==> src/rtl/hazard_unit.sv <==
// Hazard controller for the 5-stage MIPS core: load-use/branch stalls, decode branch forwarding,
// and MDU busy-window sequencing (enabled only when HAZARD_MDU_EN is defined).
module hazard_unit #(
  parameter int MUL_LAT = 4,
  parameter int DIV_LAT = 32
) (
  input  logic       clk,
  input  logic       rst,
  input  logic [4:0] RsD,
  input  logic [4:0] RtD,
  input  logic       BranchD,
  input  logic       HiLoReadD,
  input  logic       MdOpD,
  input  logic [4:0] WriteRegE,
  input  logic       RegWriteE,
  input  logic       MemtoRegE,
  input  logic       MultE,
  input  logic       DivE,
  input  logic [4:0] WriteRegM,
  input  logic       RegWriteM,
  input  logic       MemtoRegM,
  output logic       StallF,
  output logic       StallD,
  output logic       FlushE,
  output logic       ForwardAD,
  output logic       ForwardBD,
  output logic       MdStart,
  output logic       MdBusy,
  output logic       MdDone,
  output logic       md_state
);

  logic rs_nz, rt_nz;
  logic e_match, m_match;
  logic lwstall, branchstall, mdstall;

  always_comb begin
    rs_nz       = (RsD != 5'd0);
    rt_nz       = (RtD != 5'd0);
    ForwardAD   = rs_nz & (RsD == WriteRegM) & RegWriteM;
    ForwardBD   = rt_nz & (RtD == WriteRegM) & RegWriteM;
    // Nonzero-source gating keeps $0 from ever creating a dependency.
    e_match     = (rs_nz & (RsD == WriteRegE)) | (rt_nz & (RtD == WriteRegE));
    m_match     = (rs_nz & (RsD == WriteRegM)) | (rt_nz & (RtD == WriteRegM));
    lwstall     = MemtoRegE & RegWriteE & (WriteRegE != 5'd0) & e_match;
    branchstall = BranchD & ((RegWriteE & e_match) | (MemtoRegM & m_match));
    StallF      = lwstall | branchstall | mdstall;
    StallD      = StallF;
    FlushE      = StallF;
  end

`ifdef HAZARD_MDU_EN
  localparam int CW = $clog2(DIV_LAT + 1);
  localparam logic [0:0] IDLE = 1'b0;
  localparam logic [0:0] BUSY = 1'b1;
  localparam logic [CW-1:0] MUL_LOAD = CW'(MUL_LAT - 1);
  localparam logic [CW-1:0] DIV_LOAD = CW'(DIV_LAT - 1);

  logic [0:0]    state;
  logic [CW-1:0] cnt;

  // The start cycle is the first busy cycle, so BUSY lasts LAT-1 cycles after it.
  always_comb begin
    MdStart  = ~rst & (state == IDLE) & (MultE | DivE);
    MdDone   = ~rst & (state == BUSY) & (cnt == CW'(1));
    MdBusy   = (state == BUSY) | MdStart;
    mdstall  = MdBusy & (HiLoReadD | MdOpD);
    md_state = state;
  end

  always_ff @(posedge clk) begin
    if (rst) begin
      state <= IDLE;
      cnt   <= '0;
    end else begin
      case (state)
        IDLE: begin
          if (MultE | DivE) begin
            state <= BUSY;
            cnt   <= DivE ? DIV_LOAD : MUL_LOAD;
          end
        end
        default: begin
          cnt <= cnt - CW'(1);
          if (cnt == CW'(1)) state <= IDLE;
        end
      endcase
    end
  end
`else
  logic unused_md;

  always_comb begin
    MdStart   = 1'b0;
    MdDone    = 1'b0;
    MdBusy    = 1'b0;
    mdstall   = 1'b0;
    md_state  = 1'b0;
    unused_md = ^{clk, rst, MultE, DivE, HiLoReadD, MdOpD};
  end
`endif

endmodule
==> config.mk <==
export PLATFORM = sky130hd
export DESIGN_NAME = hazard_unit
export DESIGN_NICKNAME = d
export VERILOG_FILES = /design/src/rtl/hazard_unit.sv
export SDC_FILE = /design/constraint.sdc
export NUM_CORES = 1
export LEC_CHECK = 0
export BUFFER_PORTS_ARGS = -buffer_cell sky130_fd_sc_hd__clkbuf_2
export CORE_AREA = 2 2 39 41
export DETAILED_ROUTE_END_ITERATION = 6
export DIE_AREA = 0 0 41 43
export PLACE_DENSITY = 0.61
export SYNTH_ARGS = -nofsm -noshare
export SYNTH_HDL_FRONTEND = slang
export SYNTH_SLANG_ARGS = --single-unit
export TNS_END_PERCENT = 10
==> constraint.sdc <==
create_clock -name vclk -period 2
set_input_delay 0.2 -clock vclk [all_inputs]
set_output_delay 0.2 -clock vclk [all_outputs]
set_load 0.005 [all_outputs]
# Word-level counts from Yosys, hierarchy flattened
# Cells that the tools add are included.
# word_totals
wordCells,23
out_inout_bits,9
ff_bits,0
# op_classes
bitwise_logic,16
n_eq_ne,4
reduce_logical,3
# ops
operator,n
$eq A5 B5 Y1,4
$reduce_bool A5 Y1,3
$and A1 B1 Y1,12
$or A1 B1 Y1,4

# Depth between registers and ports, before layout
# logic_depth
depth_word,7
mapped_depth,6

# Worst setup path before layout
# OpenSTA, ideal clock, no wires.
# synth_path
kind,input port to output port
start,input RtD[1]
end,output StallD
t_required_ns,1.800
n_path_buf,1
cell_stages,6
arrival_ns,1.306
slack_ns,0.494
cell_sequence,or4_1 > nor2_2 > nor4_1 > o211ai_2 > o21ai_1 > buf_4
# synth_via
elab_chain_cells,7
elab_cells_between_ends,13
cone_classes,eq/ne (2); bitwise (10); reduce/logical (1)
# synth_rtl
element,line_no,text
"start, declared",10,"input logic [4:0] RtD,"
"$eq A5 B5 Y1, or another cell as far along",43,e_match = (rs_nz & (RsD == WriteRegE)) | (rt_nz & (RtD == WriteRegE));
"$and A1 B1 Y1, on equally long branches","43, 44",
"$or A1 B1 Y1, on equally long branches","43, 44",
$and A1 B1 Y1,46,branchstall = BranchD & ((RegWriteE & e_match) | (MemtoRegM & m_match));
$or A1 B1 Y1,46,
$and A1 B1 Y1,46,
$or A1 B1 Y1 *,47,StallF = lwstall | branchstall | mdstall;
"end, declared",23,"output logic StallD,"
# Every way passes the cells marked *; elsewhere a longest branch is shown, timed or not.

# Final worst setup path
# layout_path
start,input RsD[1]
end,output StallD
# layout_via
elab_chain_cells,7
elab_cells_between_ends,13
cone_classes,eq/ne (2); bitwise (10); reduce/logical (1)
# layout_rtl
element,line_no,text
"start, declared",9,"input logic [4:0] RsD,"
"$eq A5 B5 Y1, or another cell as far along",43,
"$and A1 B1 Y1, on equally long branches","43, 44",
"$or A1 B1 Y1, on equally long branches","43, 44",
$and A1 B1 Y1,46,
$or A1 B1 Y1,46,
$and A1 B1 Y1,46,
$or A1 B1 Y1 *,47,
# Marks and branches as above.

==> results.cfg <==
[run_status]
run_status = complete, no violations

[routing]
vias_per_cell = 4.60
dr.pass1.iters = 2
antenna_left = 0
wl_per_cell_um = 10.4
vias = 409
drc = 0
wirelength_um = 922
drtIter0Drc = 1

[synth]
syn_area_per_cell_um2 = 7.51
synth_area_leaders = xnor2_1 (28%), xor2_1 (23%), buf_4 (13%)
ys_warn_count = 0
syn_inst = 46
synth_top_area_cell = xnor2_1
yosysSeqAreaShare_pct = 0
syn-cell-area_um2 = 345
synth_top_area_share_pct = 27.9
synth.distinct_cells = 15

[floorplanning]
die_h_um = 43
fp.dieW_um = 41
io_pins = 40
coreArea_um2 = 1380
dieArea_um2 = 1760
start_util_pct = 25.0
rows = 14

[sta]
rsz0062_at_grt = no
finalHoldViolCount = 0
setup_violations = 0
tns_ns = 0
slew_viol_final = 0
period_share_pct = 83.5
fin_crit_ns = 1.67
finalWorstSetupSlack_ns = 0.329
clock.fmax_ghz = 0.598

[finish]
nFlopsAndLatches = 0
seqCellArea_um2 = 0
drive_above_1_share_pct = 43.8
nClkBuffers = 0
nets = 106
syn_to_final_growth_pct = 39.5
fillers = 161
final_area_um2 = 482
utilization_pct = 34.8
antenna_cells = 0

[setup_path]
crit_type = primary input to primary output
cp-end-kind = primary output
path_max_fanout = 3
cp.arrival_ns = 1.47
cp.required_ns = 1.80
start_kind = primary input

[power_and_ir_drop]
ir_drop_uv = 58.1
power-per-cell-area_nw_per_um2 = 187
total_power_uw = 90.1
leakagePower_uw = 0.000227

[place]
hpwl_um = 888
place_ws_ns = 0.331
io_buffers = 30
place_area_um2 = 482
place_congestion = 0.737

[cts]
post_cts_resized = 0
post_cts_buffers = 0
hold_buffers = 0

[min_path]
hp-class = primary input to primary output
whs_path_depth = 3

[global_routing]
grt_pass1_wl_um = 1480
grt_pass1_vias = 374
grt-ovfl-total = 0
antenna_found_initial = 0
grt_max_degree = 4
grtUsageTotal_pct = 11.1

[flow_run]
maxCapViolations = 0
-- through the flow --
step                      std cells  hold WS [ns]
after floorplan                  49         0.510
after global placement           89         0.684
after detailed placement         89         0.689
after CTS                        89         0.690
after global routing             89         0.726
final                            89         0.686
-- placed cells by master (no fill, tap or decap), drive strengths merged, types with 2 or more instances in the layout --
master	synthesis	routed
xor2	9	9
or4	3	3
xnor2	11	11
clkbuf	0	30
conb	1	4
o21ai	2	2
nor4	4	4
and2	2	2
nand3	3	3
nor2	2	2
-- worst max-delay path, cell delays in order --
cell,delay [ns]
clkbuf_2,0.11
or4_1,0.51
nor2_1,0.15
nor4_1,0.07
a31oi_1,0.18
o21ai_1,0.12
clkbuf_2,0.13
-- worst paths after layout --
check | startpoint | to
max | RsD[1] | StallD
min | RegWriteM | ForwardBD
-- cell families (layout without fill, tap and decap cells) --
kind of cell / after synthesis / after routing / share of synthesized area (%)
compound gates: 5 / 5 / 10.5
buf+inv: 6 / 30 / 13.0
xor+xnor: 20 / 20 / 50.7
other cells: 1 / 4 / 1.09
simple gates: 14 / 14 / 24.6
-- cells in the mapped netlist --
master    instances
xnor2_1          11
xor2_1            9
buf_4             6
nor4_1            4
nand3_1           3
or4_1             3
and2_1            2
a31oi_1           1
conb_1            1
nor2_1            1
nor2_2            1
o211ai_2          1
o21a_1            1
o21ai_0           1
o21ai_1           1
-- per-layer routing --
metal / global-route usage, % / vias up / wire length, um
met1: 13.6 / 179 / 358
met2: 20.9 / 22 / 469
li1: - / 208 / -
met4: 0 / 0 / 0
met5: 0 / - / 0
met3: 0.524 / 0 / 94
-- area by class of cell --
type | count | area (um2) | area share [%]
multi-input combinational | 43 | 312 | 64.7
tap | 16 | 20.0 | 4.16
timing repair buffer | 30 | 150 | 31.2
-- power by group --
| group | switching, uW | total [uW] | internal (uW) |
|---|---|---|---|
| Sequential | 0 | 0 | 0 |
| Combinational | 43.0 | 90.1 | 47.2 |
| Clock | 0 | 0 | 0 |
(Power assumes the default switching activity.)
